[src/rtl/char_pkg.sv]
// ASCII constants and whitespace classification shared by the normalizer.
// Latency: n/a (constants and a pure function).
// Backpressure: n/a.
package char_pkg;

  localparam logic [7:0] CH_SPACE    = 8'h20;
  localparam logic [7:0] CH_TAB      = 8'h09;
  localparam logic [7:0] CH_LF       = 8'h0A;
  localparam logic [7:0] CH_CR       = 8'h0D;
  localparam logic [7:0] CH_NUL      = 8'h00;
  localparam logic [7:0] CH_LA       = 8'h61;
  localparam logic [7:0] CH_LZ       = 8'h7A;
  localparam logic [7:0] CASE_OFFSET = 8'h20;

  // Space, tab, line feed and carriage return all count as word separators.
  function automatic logic is_ws(input logic [7:0] b);
    return (b == CH_SPACE) || (b == CH_TAB) || (b == CH_LF) || (b == CH_CR);
  endfunction

endpackage

[src/rtl/sync_fifo.sv]
// Generic synchronous FIFO with a registered head, so head_dat holds when empty.
// Latency: a push at edge N is visible at head_dat and !empty after edge N.
// Backpressure: caller must not push when full or pop when empty; clr wins over both.
module sync_fifo #(
  parameter int DEPTH = 4,
  parameter int WIDTH = 8
) (
  input  logic                     clk,
  input  logic                     rst_n,
  input  logic                     clr,
  input  logic                     push,
  input  logic [WIDTH-1:0]         push_dat,
  input  logic                     pop,
  output logic [WIDTH-1:0]         head_dat,
  output logic                     full,
  output logic                     empty,
  output logic [$clog2(DEPTH):0]   count
);

  localparam int PW = $clog2(DEPTH);

  logic [WIDTH-1:0] mem_q [DEPTH];
  logic [WIDTH-1:0] mem_d [DEPTH];
  logic [PW-1:0]    wr_ptr_q, wr_ptr_d;
  logic [PW-1:0]    rd_ptr_q, rd_ptr_d;
  logic [PW:0]      cnt_q, cnt_d;
  logic [WIDTH-1:0] head_q, head_d;

  // Next state: write slot, advance pointers, track occupancy, preload the new head.
  always_comb begin
    mem_d    = mem_q;
    wr_ptr_d = wr_ptr_q;
    rd_ptr_d = rd_ptr_q;
    cnt_d    = cnt_q;
    head_d   = head_q;
    if (clr) begin
      wr_ptr_d = '0;
      rd_ptr_d = '0;
      cnt_d    = '0;
    end else begin
      if (push) begin
        mem_d[wr_ptr_q] = push_dat;
        wr_ptr_d        = wr_ptr_q + 1'b1;
      end
      if (pop) begin
        rd_ptr_d = rd_ptr_q + 1'b1;
      end
      case ({push, pop})
        2'b10:   cnt_d = cnt_q + 1'b1;
        2'b01:   cnt_d = cnt_q - 1'b1;
        default: cnt_d = cnt_q;
      endcase
      // mem_d already carries this cycle's write, which covers the
      // push-into-empty and push+pop-at-one cases without a bypass mux.
      if (cnt_d != '0) begin
        head_d = mem_d[rd_ptr_d];
      end
    end
  end

  // State registers; storage is cleared too so nothing stale survives reset.
  always_ff @(posedge clk or negedge rst_n) begin
    if (!rst_n) begin
      for (int i = 0; i < DEPTH; i++) begin
        mem_q[i] <= '0;
      end
      wr_ptr_q <= '0;
      rd_ptr_q <= '0;
      cnt_q    <= '0;
      head_q   <= '0;
    end else begin
      mem_q    <= mem_d;
      wr_ptr_q <= wr_ptr_d;
      rd_ptr_q <= rd_ptr_d;
      cnt_q    <= cnt_d;
      head_q   <= head_d;
    end
  end

  assign full     = (cnt_q == (PW + 1)'(DEPTH));
  assign empty    = (cnt_q == '0);
  assign count    = cnt_q;
  assign head_dat = head_q;

endmodule

[src/rtl/char_normalizer.sv]
// Cleans a raw ASCII stream: whitespace -> one 0x20, NUL and leading blanks dropped, optional upcase.
// Latency: one cycle from input handshake to out_valid; no combinational in->out path.
// Backpressure: in_ready drops when the FIFO is full; a pop in that cycle does not re-raise it.
module char_normalizer
  import char_pkg::*;
#(
  parameter int DEPTH     = 4,
  parameter bit FOLD_CASE = 1'b1
) (
  input  logic        clk,
  input  logic        reset_n,
  input  logic        flush,
  input  logic        in_valid,
  output logic        in_ready,
  input  logic [7:0]  in_data,
  output logic        out_valid,
  input  logic        out_ready,
  output logic [7:0]  out_data,
  output logic [15:0] char_cnt
);

  localparam int CW = $clog2(DEPTH) + 1;

  logic          in_acc;
  logic          out_acc;
  logic          wr_vld;
  logic [7:0]    wr_dat;
  logic          prev_ws_q, prev_ws_d;
  logic [15:0]   char_cnt_q, char_cnt_d;
  logic          fifo_full;
  logic          fifo_empty;
  logic [CW-1:0] fifo_cnt;

  assign in_ready  = !fifo_full;
  assign out_valid = !fifo_empty;
  // A flush cycle swallows both handshakes.
  assign in_acc    = in_valid && in_ready && !flush;
  assign out_acc   = out_valid && out_ready && !flush;

  // Classify the accepted byte and decide what, if anything, enters the FIFO.
  always_comb begin
    wr_vld    = 1'b0;
    wr_dat    = in_data;
    prev_ws_d = prev_ws_q;
    if (flush) begin
      prev_ws_d = 1'b1;
    end else if (in_acc && (in_data != CH_NUL)) begin
      if (is_ws(in_data)) begin
        // Only the first blank of a run survives, and never at stream start.
        wr_vld    = !prev_ws_q;
        wr_dat    = CH_SPACE;
        prev_ws_d = 1'b1;
      end else begin
        wr_vld    = 1'b1;
        prev_ws_d = 1'b0;
        if (FOLD_CASE && (in_data >= CH_LA) && (in_data <= CH_LZ)) begin
          wr_dat = in_data - CASE_OFFSET;
        end
      end
    end
  end

  // Delivered-character counter; sticks at all-ones and survives flush.
  always_comb begin
    char_cnt_d = char_cnt_q;
    if (out_acc && (char_cnt_q != 16'hFFFF)) begin
      char_cnt_d = char_cnt_q + 16'd1;
    end
  end

  // Whitespace-run flag and counter registers.
  always_ff @(posedge clk or negedge reset_n) begin
    if (!reset_n) begin
      prev_ws_q  <= 1'b1;
      char_cnt_q <= 16'h0000;
    end else begin
      prev_ws_q  <= prev_ws_d;
      char_cnt_q <= char_cnt_d;
    end
  end

  assign char_cnt = char_cnt_q;

  sync_fifo #(
    .DEPTH (DEPTH),
    .WIDTH (8)
  ) u_fifo (
    .clk      (clk),
    .rst_n    (reset_n),
    .clr      (flush),
    .push     (wr_vld),
    .push_dat (wr_dat),
    .pop      (out_acc),
    .head_dat (out_data),
    .full     (fifo_full),
    .empty    (fifo_empty),
    .count    (fifo_cnt)
  );

  // Occupancy and the full flag must never disagree.
  a_full_cnt: assert property (@(posedge clk) disable iff (!reset_n)
                               fifo_full == (fifo_cnt == CW'(DEPTH)));

endmodule

[config.mk]
export PLATFORM = sky130hd
export DESIGN_NAME = char_normalizer
export DESIGN_NICKNAME = d
export VERILOG_FILES = /design/src/rtl/char_pkg.sv /design/src/rtl/sync_fifo.sv /design/src/rtl/char_normalizer.sv
export SDC_FILE = /design/constraint.sdc
export NUM_CORES = 1
export LEC_CHECK = 0
export BUFFER_PORTS_ARGS = -buffer_cell sky130_fd_sc_hd__buf_2
export CORE_MARGIN = 2
export CORE_UTILIZATION = 50
export DETAILED_ROUTE_END_ITERATION = 8
export PLACE_DENSITY = 0.8
export SLEW_MARGIN = 10
export SYNTH_ARGS = -nofsm -noshare
export SYNTH_HDL_FRONTEND = slang
export SYNTH_SLANG_ARGS = --single-unit
export TNS_END_PERCENT = 10
[constraint.sdc]
create_clock -name clk -period 5.6 [get_ports clk]
set_input_delay 0.28 -clock clk [delete_from_list [all_inputs] [get_ports clk]]
set_output_delay 0.28 -clock clk [all_outputs]
set_load 0.02 [all_outputs]
### After elaboration in Yosys (flattened, before gate mapping)

Cells that the tools add are included.

* bits in registers: 64
* output and inout port bits: 26
* logic and storage cells: 79

* $add $sub $neg: 6
* order comparisons: 5
* equal/unequal tests: 8
* muxes and demuxes: 26
* bitwise logic cells: 3
* reductions and logical operators: 21

Operators by type and width (count)
* 32-bit 2-to-1 mux: 2
* 8-bit 2-to-1 mux: 7
* 32-bit bitwise mux: 1
* 8-bit by 4-bit == test with 1-bit output (second input constant): 3
* 16-bit by 1-bit adder with 16-bit output (second input constant): 1
* 8-bit binary-select mux with 2-bit select: 1
* 8-bit demux with 2-bit select: 1
* 16-bit != test (second input constant): 1
* 2-bit 2-to-1 mux: 5
* 8-bit by 6-bit == test with 1-bit output (second input constant): 1
* 8-bit by 7-bit >= comparator with 1-bit output (second input constant): 1
* 8-bit by 7-bit <= comparator with 1-bit output (second input constant): 1
* 1-bit logical AND: 8
* 8-bit nonzero test: 1
* 8-bit by 6-bit subtractor with 8-bit output (second input constant): 1
* 3-bit >= comparator (second input constant): 2
* 1-bit 2-to-1 mux: 6
* 3-bit 2-to-1 mux: 2
* 2-bit inverter with 3-bit output: 2
* 3-bit one-hot mux with 2 select lines: 1
* 2-bit by 1-bit adder with 2-bit output (second input constant): 2
* 1-bit logical NOT: 4
* 2-bit nonzero test: 2
* 3-bit by 1-bit adder with 3-bit output (second input constant): 1
* other kinds (10): 12

### Longest topological paths before layout

Gate-level depths: netlist of the first run.

* depth in word-level cells: 13
* gate-level depth with buffers: 15
* depth with buffers taken out: 13

### Modules after synthesis

A second synthesis of the first run with hierarchy kept.

* cell total of the unflattened synthesis: 308
* area, all modules: 3473.3 sq um

By module, submodules not included
* sync_fifo: instances 1, cells each 196, area an instance 2334.7 sq um, sequential area each 1176.1 sq um
* char_normalizer: instances 1, cells each 112, area an instance 1138.6 sq um, sequential area each 426.7 sq um

### Worst setup path after synthesis of the first run

No wires, ideal clock.

* path kind: input -> register
* from: in in_data[4]
* to: reg u_fifo.head_q[6] (netlist: u_fifo.head_dat[6])
* arrival time: 3512 ps
* data required time: 5474 ps
* setup slack: 1962 ps
* cell stages on the path: 14
* cells stage by stage: buf_4 > nor4_4 > o2111ai_2 > buf_2 > nand3_1 > ha_1 > fa_1 > mux2i_1 > a21o_1 > and3_1 > buf_1 > nor3_1 > a22o_1 > a221o_1

* longest elaborated chain between the ends: 13
* elaborated cells on any way between the ends: 32
* classes of those cells: add/sub: 1; order compare: 2; eq/ne: 6; mux: 15; reduce/logical: 8

Ends and longest elaborated chain
* start, declared: RTL line char_normalizer.sv:15 `input logic [7:0] in_data,`
* branches (longest 13 deep; another with 8-bit by 7-bit >= comparator with 1-bit output)
* end signal, assigned: RTL line sync_fifo.sv:70 `head_q <= '0;`
* end signal, assigned: RTL line sync_fifo.sv:76 `head_q <= head_d;`
* end, declared: RTL line sync_fifo.sv:27 `logic [WIDTH-1:0] head_q, head_d;`

Parallel ways; which one is timed is not known. The select of a mux whose other input is x is not followed.
A chain may end at the register's enable or synchronous reset.

### Final worst setup path of the first run

* from: reg u_fifo.cnt_q[2] (netlist: u_fifo.count[2])
* to: reg u_fifo.head_q[6] (netlist: u_fifo.head_dat[6])

* longest elaborated chain between the ends: 13
* elaborated cells on any way between the ends: 30
* classes of those cells: add/sub: 2; eq/ne: 3; mux: 14; bitwise: 1; reduce/logical: 10

Ends and longest elaborated chain
* start, declared: RTL line sync_fifo.sv:26 `logic [PW:0] cnt_q, cnt_d;`
* start signal, assigned: RTL line sync_fifo.sv:75 `cnt_q <= cnt_d;`
* 3-bit == test: RTL line sync_fifo.sv:80 `assign full = (cnt_q == (PW + 1)'(DEPTH));`
* 1-bit logical NOT: RTL line char_normalizer.sv:34 `assign in_ready = !fifo_full;`
* 1-bit logical AND (2 in series): RTL line char_normalizer.sv:37 `assign in_acc = in_valid && in_ready && !flush;`
* 1-bit logical AND: RTL line char_normalizer.sv:47 `end else if (in_acc && (in_data != CH_NUL)) begin`
* 8-bit 2-to-1 mux: RTL line char_normalizer.sv:47
* 8-bit 2-to-1 mux: RTL line char_normalizer.sv:45 `if (flush) begin`
* 32-bit bitwise mux: RTL line sync_fifo.sv:42 `mem_d[wr_ptr_q] = push_dat;`
* 32-bit 2-to-1 mux: RTL line sync_fifo.sv:41 `if (push) begin`
* 32-bit 2-to-1 mux: RTL line sync_fifo.sv:36 `if (clr) begin`
* 8-bit binary-select mux with 2-bit select: RTL line sync_fifo.sv:56 `head_d = mem_d[rd_ptr_d];`
* 8-bit 2-to-1 mux (not written as such) (2 in series): RTL line sync_fifo.sv:56

Several ways; a longest one is shown, not always the timed one. The select of a mux whose other input is x is not followed.

==> summary.md, run 1 <==
| Metric | Value |
|---|---|
| Status | `finished, final reports clean` |
| DR pass1 iterations | `4` |
| FF+latch count, synth | `64` |
| Minimum clock period | `3790 ps` |
| DP Cell Count | `420` |
| Share of total power in combinational logic | `0.250` |
| Most frequent cells in the layout | `63 x dfrtp_1, 38 x buf_2, 22 x nand2_1, 18 x inv_1, 15 x nor2_1` |
| DRT Wirelength | `between 7 and 8 mm` |
| Clk pin slew, worst setup/hold paths | `70 ps` |
| # Post-CTS Setup Buffers | `0` |
| # setup viols final | `0` |
| Max-cap viol count | `0` |
| H-tree levels | `3` |
| Syn_nets | `between 300 and 400` |
| Grt ovf | `0` |
| DRC errors left | `0` |
| Ant. Diodes | `0` |
| Share of layout cells above drive strength 1 | `0.211` |
| Max Clock Skew | `5.00 ps` |
| Kind of critical path | `reg2reg` |
| Hold Slack | `90.6 ps` |
| Vias in the first global route | `around 2600` |
| Filler Cell Count | `536` |
| Post-Syn Area | `3430 um^2` |
| First-pass GRT wire length | `approximately 13 mm` |
| CTS root buffer | `clkbuf_8` |
| Total negative slack | `0 ps` |
| Pins Over Slew Limit | `0` |
| Placer's final routability congestion estimate | `1.05` |
| Non-filler cells, final | `436` |
| CTS Buffer Depth | `2` |
| Mapped Avg Cell Area | `between 10 and 15 um^2` |
| Synth top area share | `0.460` |
| CTS Sinks | `64` |
| Initial antenna violation count | `0` |
| CTS-repair resized insts | `0` |
| Post-layout worst setup margin | `1810 ps` |
| WP data required | `5830 ps` |
| DP HPWL | `roughly 5.3 mm` |
| Worst slew margin | `0.392` |
| Horiz. Die Dim | `between 80 and 90 um` |
| Commonest non-fill, non-tap cell in the layout | `dfrtp_1` |
| Core Area | `6720 um^2` |
| Slew at the pin closest to its max-slew limit | `906 ps` |
| Yosys top cell by area | `dfrtp_1` |
| Register Area | `1600 um^2` |
| Clock share of power | `0.342` |
| Total GRT Usage | `0.218` |
| Area grow syn2layout | `14.7%` |
| Top-level port count | `39` |
| Initial DRC Count | `145` |
| Post-Syn Instances | `314` |
| Vias/cell | `6.03` |
| Hold Path Class | `in2async` |
| CP max FO | `10` |
| Worst Setup Start Kind | `register` |
| Net Sw Frac | `0.300` |
| Top post-synthesis cells by area | `dfrtp_1 46%, a22o_1 3.6%, ha_1 2.9%, xnor2_1 2.8%, nand2_1 2.4%` |
| Initial Utilization | `0.510` |
| Pin count of the biggest net entering global routing | `65` |
| CTS tree | `done` |
| Total power draw | `1.49 mW` |
| Dpl ws | `1510 ps` |
| Die height | `just under 90 um` |
| Internal power | `1.04 mW` |
| Number of synthesized flops with an enable pin | `0` |
| Fin crit share | `0.676` |
| RSZ-0062 raised after global routing | `no` |
| Endpoints failing hold | `0` |
| P_sw | `0.447 mW` |
| Routed len/inst | `17.5 um` |
| Post-synthesis sequential area ratio | `0.468` |
| Ys async rst share | `1.00` |
| Hold Buf Count CTS | `0` |
| Power Dens Cells | `about 380 nW/um^2` |
| Synth cell types | `58` |
| Vias | `2630` |
| Max Freq | `approximately 0.26 GHz` |
| Multi-input gate area | `about 1700 um^2` |
| Yosys warns | `0` |
| P_leak | `1.90 nW` |
| Die area | `between 7000 and 8000 um^2` |
| Sequential Power Share | `0.408` |
| Num CTS Buffers | `9` |
| Critical Path Sink Type | `register` |
| Predominant post-synthesis flop cell | `dfrtp_1` |
| Buffers added on ports | `38` |
| Post-route antenna net violation count | `0` |
| Row cnt | `30` |
| Worst VDD drop | `~0.24 mV` |
| Nets | `373` |
| Clk_lat worst skew | `340 ps` |
| Worst EP arrival | `4010 ps` |
==> layer usage <==
metal,global-route usage,wire [um]
met4,0.0881,197
met3,0.0514,412
met5,0,0
met2,0.354,3620
met1,0.280,3390
==> final timing paths <==
check                                 startpoint                 end  slack [ps]  depth (start not counted)
worst max register to register   u_fifo.count[2]  u_fifo.head_dat[6]        1810                         11
max in group asynchronous                reset_n     u_fifo.mem_q[7]        4970                          2
min in group clk                           flush  u_fifo.rd_ptr_q[1]         270                          2
worst min-delay path                     reset_n  u_fifo.head_dat[7]          90                          2
worst max-delay path             u_fifo.count[2]  u_fifo.head_dat[6]        1810                         11
worst min register to register  u_fifo.mem_q[19]    u_fifo.mem_q[19]         470                          2
==> cells by family (layout without fill, tap and decap cells) <==
group           after synthesis  count (layout)  share of synthesized area
simple gates                 97              97                      0.166
fa+ha+maj                     9               9                     0.0351
buf+inv                      33              75                     0.0405
compound gates               82              82                      0.211
flops                        64              64                      0.468
xor+xnor                     19              19                     0.0486
mux                          10              10                     0.0307
==> synthesized netlist by cell type, drive strengths merged, types with 2 or more instances <==
master    n
a22o     14
buf      11
dfrtp    63
ha        8
a21oi     8
a21o      4
a221o     4
o21ai     6
clkbuf    4
a31oi     6
mux2      4
and4      2
and3b     2
nand2b    3
a211oi    5
a211o     2
a311oi    4
a32oi     4
nor4      2
nor3      3
o211ai    3
nand2    22
nand3    13
and3      9
inv      18
and2      6
xor2      8
a2111oi   4
a221oi    5
nand4     4
mux2i     6
a32o      6
o31ai     2
xnor2    11
nor3b     5
nor2b     4
nor2     15
==> metrics by stage <==
step | cell area (um^2) | utilization
4_1_cts | 3930 | 0.585
3_5_place_dp | 3670 | 0.546
2_1_floorplan | 3430 | -
3_3_place_gp | 3670 | 0.546
5_1_grt | 3930 | 0.585
6_report | 3930 | 0.585
==> worst max-delay path, stage by stage (launching register included) <==
cell	delay [ps]
dfrtp_1	410
nor3b_2	230
a211oi_2	480
nand3_1	310
ha_1	340
fa_1	390
xnor2_1	150
o21ai_0	240
and3_1	520
nor3_1	90
a22o_1	270
a221o_1	250
==> flip-flops by register name (all words and copies together), names as in the netlist <==
name	count
char_cnt	16
prev_ws_q	1
u_fifo.count	3
u_fifo.head_dat	8
u_fifo.mem_q	32
u_fifo.rd_ptr_q	2
u_fifo.wr_ptr_q	2
==> power by group through the flow <==
stage               clock network (mW)  logic [mW]  registers (mW)
finish                           0.510       0.373           0.607
global placement                     0       0.362           0.613
global route                     0.535       0.408           0.617
floorplan                            0       0.223           0.649
CTS                              0.521       0.373           0.608
detailed placement                   0       0.372           0.616
==> area by class of cell <==
class	instances	area share
Multi-Input combinational cell	217	0.429
Sequential cell	64	0.408
Timing Repair Buffer	41	0.0541
Clock buffer	12	0.0420
Tap cell	80	0.0255
Clock inverter	4	0.0251
Inverter	18	0.0172
No activity file was read; power rests on OpenSTA's default activity.
==> run 2, diff against run 1 <==
==> constraint.sdc (replaced) <==
create_clock -name clk -period 3.6 [get_ports clk]
set_input_delay 0.18 -clock clk [delete_from_list [all_inputs] [get_ports clk]]
set_output_delay 0.18 -clock clk [all_outputs]
set_load 0.02 [all_outputs]
==> summary.md, run 2 (synthesized netlist as in run 1, its figures left out) <==
| Metric | Value |
|---|---|
| Slew at the pin closest to its max-slew limit | `1060 ps` |
| Clk_lat worst skew | `340 ps` |
| Largest reg by FF count | `u_fifo.mem_q` |
| Status | `finished, final reports clean` |
| Minimum clock period | `3350 ps` |
| Vias | `2670` |
| Worst Setup Start Kind | `register` |
| Total negative slack | `0 ps` |
| CP max FO | `6` |
| Critical Path Sink Type | `register` |
| Commonest non-fill, non-tap cell in the layout | `dfrtp_1` |
| Initial Utilization | `0.510` |
| Most frequent cells in the layout | `63 x dfrtp_1, 38 x buf_2, 22 x nand2_1, 18 x inv_1, 15 x nor2_1` |
| Placed instance area | `3740 um^2` |
| DR pass1 iterations | `4` |
| Hold Buf Count CTS | `1` |
| Clk pin slew, worst setup/hold paths | `70 ps` |
| First-pass GRT wire length | `13.6 mm` |
| CTS tree | `done` |
| Min-Delay Path Depth | `2` |
| Grt ovf | `0` |
| Fin crit share | `0.932` |
| Ant. Diodes | `0` |
| Routed len/inst | `around 19 um` |
| Endpoints failing hold | `0` |
| Vias in the first global route | `2766` |
| Pin count of the biggest net entering global routing | `38` |
| Initial DRC Count | `170` |
| DRC errors left | `0` |
| H-tree levels | `3` |
| Filler Cell Count | `582` |
| Nets | `383` |
| CTS Sinks | `64` |
| CTS-repair resized insts | `0` |
| Power Dens Cells | `547 nW/um^2` |
| P_leak | `1.91 nW` |
| Max-cap viol count | `0` |
| Core Area | `6720 um^2` |
| Largest register FFs | `32` |
| Total GRT Usage | `0.238` |
| CTS Buffer Depth | `2` |
| Post-route antenna net violation count | `0` |
| Max Clock Skew | `6.23 ps` |
| Die height | `between 80 and 90 um` |
| Horiz. Die Dim | `86.8 um` |
| Worst EP arrival | `3640 ps` |
| Worst slew margin | `0.288` |
| Share of layout cells above drive strength 1 | `0.225` |
| Initial antenna violation count | `0` |
| Placer's final routability congestion estimate | `0.941` |
| Num CTS Buffers | `9` |
| Hold Path Class | `in2reg` |
| WP data required | `between 3000 and 4000 ps` |
| Cell area after layout | `3930 um^2` |
| DRT Wirelength | `slightly above 8 mm` |
| Worst Reg-to-Reg Cells | `10` |
| Vias/cell | `6.00` |
| CTS root buffer | `clkbuf_8` |
| Multi-input gate area | `about 1700 um^2` |
| Worst VDD drop | `0.281 mV` |
| Max Freq | `0.298 GHz` |
| # Post-CTS Setup Buffers | `0` |
| # setup viols final | `0` |
| Kind of critical path | `reg2reg` |
| Row cnt | `30` |
| Top-level port count | `39` |
| Buffers added on ports | `38` |
| Pins Over Slew Limit | `0` |
| Area grow syn2layout | `14.7%` |
| Register Area | `~1600 um^2` |
| Die area | `7530 um^2` |
| RSZ-0062 raised after global routing | `no` |
| DP HPWL | `between 5 and 6 mm` |
[run 2: metal layers]
metal  vias to the layer above  GRT usage  share of wire  wire (um)
met5                         -          0              0          0
met4                         0     0.0952          0.011         91
met3                         9     0.0714          0.062        513
met2                        77      0.389           0.50       4160
met1                      1312      0.295           0.42       3520
li1                       1272          -              -          -
[run 2: worst paths after layout]
check	start	endpoint	slack [ps]
worst max-delay path	u_fifo.count[1]	u_fifo.head_dat[1]	250
worst min-delay path	flush	u_fifo.rd_ptr_q[0]	180
worst max register to register	u_fifo.count[1]	u_fifo.head_dat[1]	250
worst min register to register	u_fifo.mem_q[18]	u_fifo.mem_q[18]	480
max in group asynchronous	reset_n	u_fifo.count[0]	2200
min in group asynchronous	reset_n	u_fifo.mem_q[29]	510
[run 2: metrics by stage]
stage | power (mW) | hold slack, ps | cells | util | setup slack, ps
after CTS | 2.17 | 170 | 445 | 0.585 | 254
after detailed placement | 1.56 | 340 | 429 | 0.556 | 265
after global placement | 1.53 | 324 | 429 | 0.556 | 383
after floorplan | 1.36 | -116 | 314 | - | 62.0
after global routing | 2.27 | 182 | 445 | 0.585 | 112
final | 2.15 | 178 | 445 | 0.585 | 245
[run 2: layout make-up]
class                      count  share of cell area
timing repair buffer          51              0.0738
sequential                    64               0.408
clock buffer                  11              0.0360
clock inverter                 4              0.0115
inverter                      18              0.0172
tap                           80              0.0255
multi-input combinational    217               0.429
[run 2: worst max-delay path, stage by stage (launching register included)]
cell and delay, ps:
dfrtp_1 440, or3_1 490, and3b_1 280, ha_1 240, fa_1 400, xnor2_1 150
or4_1 440, nand3_1 210, nand2b_1 210, a211oi_1 280, a221o_1 150
[run 2: where the power goes]
part | internal, mW | switching (mW)
clock network | 0.331 | 0.271
logic | 0.252 | 0.346
registers | 0.867 | 0.0831
total | 1.45 | 0.701
==> run 3, diff against run 2 <==
--- a/config.mk
+++ b/config.mk
@@ -6,10 +6,13 @@
 export NUM_CORES = 1
 export LEC_CHECK = 0
 export BUFFER_PORTS_ARGS = -buffer_cell sky130_fd_sc_hd__buf_2
+export CELL_PAD_IN_SITES_DETAIL_PLACEMENT = 1
+export CELL_PAD_IN_SITES_GLOBAL_PLACEMENT = 1
 export CORE_MARGIN = 2
-export CORE_UTILIZATION = 50
+export CORE_UTILIZATION = 46
 export DETAILED_ROUTE_END_ITERATION = 8
-export PLACE_DENSITY = 0.8
+export MAX_ROUTING_LAYER = met4
+export PLACE_DENSITY = 0.89
 export SLEW_MARGIN = 10
 export SYNTH_ARGS = -nofsm -noshare
 export SYNTH_HDL_FRONTEND = slang
==> summary.md, run 3 (synthesized netlist as in run 1, its figures left out) <==
| Metric | Value |
|---|---|
| Status | `finished, violations left` |
| Failing checks | `negative hold slack` |
| Initial Utilization | `0.475` |
| CP cell instances | `or3_1 -> and3b_1 -> ha_1 -> fa_1 -> xnor2_1 -> or4_1 -> nand3_1 -> nand2b_2 -> a211o_1 -> o211ai_1` |
| CP Buf/Inv Count | `0` |
| Internal power | `roughly 1.4 mW` |
| Max Freq | `around 0.3 GHz` |
| Clock share of power | `0.287` |
| Total GRT Usage | `0.260` |
| Max incr delay on CP | `500 ps` |
| Num CTS Buffers | `9` |
| # setup viols final | `0` |
| Slew at the pin closest to its max-slew limit | `1000 ps` |
| Max stage delay cell, worst path | `or3_1` |
| Hold Buf Count CTS | `0` |
| Placer's final routability congestion estimate | `slightly below 0.9` |
| H-tree levels | `3` |
| Pin count of the biggest net entering global routing | `43` |
| P_sw | `0.757 mW` |
| Ant. Diodes | `0` |
| Vias | `~2800` |
| Cell area after layout | `~4000 um^2` |
| Sequential Power Share | `0.435` |
| Die area | `8160 um^2` |
| Cell family with most CP delay | `simple AND/OR/NAND/NOR gates` |
| R2R setup slack | `190 ps` |
| RSZ-0062 raised after global routing | `no` |
| Filler Cell Count | `828` |
| Post-route antenna net violation count | `0` |
| Power Dens Cells | `554 nW/um^2` |
| CP max FO | `6` |
| Top-level port count | `39` |
| Total negative slack | `0 ps` |
| DRT Wirelength | `about 9.6 mm` |
| Most frequent cells in the layout | `63 x dfrtp_1, 38 x buf_2, 22 x nand2_1, 18 x inv_1, 15 x nor2_1` |
| Largest reg by FF count | `u_fifo.mem_q` |
| Worst Setup Start Kind | `register` |
| Non-filler cells, final | `464` |
| Fin crit share | `0.947` |
| P_leak | `roughly 1.9 nW` |
| DR pass1 iterations | `4` |
| Dpl ws | `77.6 ps` |
| Net Sw Frac | `0.345` |
| Initial antenna violation count | `0` |
| Clk pin slew, worst setup/hold paths | `80 ps` |
| # Post-CTS Setup Buffers | `0` |
| Share of total power in combinational logic | `0.278` |
| Core Area | `between 7000 and 8000 um^2` |
| Area grow syn2layout | `15.5%` |
| Worst slew margin | `0.333` |
| CTS-repair resized insts | `0` |
| DRC errors left | `0` |
| CTS Sinks | `64` |
| CTS Buffer Depth | `2` |
| Worst Reg-to-Reg Cells | `10` |
| Pins Over Slew Limit | `0` |
| Vias/cell | `~6.0` |
| Worst EP arrival | `3680 ps` |
| Die height | `90.3 um` |
| Kind of critical path | `reg2reg` |
| Grt ovf | `0` |
| R2r startpoint | `u_fifo.count[1]` |
| Share of layout cells above drive strength 1 | `0.236` |
| Post-layout worst setup margin | `191 ps` |
| Largest register FFs | `32` |
| Initial DRC Count | `~130` |
| Routed len/inst | `20.8 um` |
| Critical Path Sink Type | `register` |
| FF-to-FF End | `u_fifo.head_dat[4]` |
| Placed instance area | `3760 um^2` |
| Nets | `382` |
| Minimum clock period | `3410 ps` |
| Horiz. Die Dim | `90.3 um` |
| CTS root buffer | `clkbuf_8` |
| First-pass GRT wire length | `roughly 16 mm` |
| Commonest non-fill, non-tap cell in the layout | `dfrtp_1` |
| Max-cap viol count | `0` |
| DP HPWL | `around 6.8 mm` |
| Worst VDD drop | `0.351 mV` |
| Vias in the first global route | `3108` |
| WP data required | `a little under 4000 ps` |
| Max Clock Skew | `13.5 ps` |
| Clk_lat worst skew | `350 ps` |
| Endpoints failing hold | `12` |
| Buffers added on ports | `38` |
| Total power draw | `2.19 mW` |
| Row cnt | `31` |
| CTS tree | `done` |
| DP Cell Count | `448` |
| Hold Path Class | `in2async` |
| Hold Slack | `-7.00 ps` |
## run 3: how the worst max path moves through the flow
stage | start | end | slack [ps] | depth (start not counted)
after detailed placement | in_data[2] | u_fifo.head_dat[6] | 80 | 12
after CTS | u_fifo.count[1] | u_fifo.head_dat[4] | 140 | 10
after floorplan | in_data[4] | u_fifo.head_dat[6] | 60 | 14
after global routing | u_fifo.count[1] | u_fifo.head_dat[1] | 7 | 9
final | u_fifo.count[1] | u_fifo.head_dat[4] | 190 | 10
after global placement | u_fifo.count[1] | u_fifo.head_dat[4] | 330 | 10
## run 3: cell type report
cell class,instances,area [um^2],share of cell area
Multi-Input combinational cell,217,1690,0.427
Clock buffer,9,124,0.0313
Timing Repair Buffer,50,280,0.0708
Tap cell,99,124,0.0313
Inverter,18,67.6,0.0171
Sequential cell,64,1600,0.405
Clock inverter,7,70.1,0.0177
## run 3: stage by stage
step | utilization | hold WS [ps]
floorplan | - | -116
global placement | 0.521 | 376
detailed placement | 0.521 | 399
CTS | 0.548 | 13.5
global route | 0.549 | 55.6
finish | 0.549 | -7.00
## run 3: power groups by stage
| stage | clock (mW) | combinational, mW | sequential (mW) |
|---|---|---|---|
| 2_1_floorplan | 0 | 0.347 | 1.01 |
| 3_3_place_gp | 0 | 0.571 | 0.954 |
| 3_5_place_dp | 0 | 0.605 | 0.966 |
| 4_1_cts | 0.641 | 0.610 | 0.953 |
| 5_1_grt | 0.673 | 0.665 | 0.975 |
| 6_report | 0.630 | 0.609 | 0.954 |
## run 3: per-layer routing
layer / global-route usage / vias to the layer above / share of wire
met5: - / - / 0
met4: 0.110 / 0 / 0.029
met3: 0.0601 / 22 / 0.052
met2: 0.442 / 76 / 0.51
met1: 0.296 / 1431 / 0.40
li1: - / 1268 / -
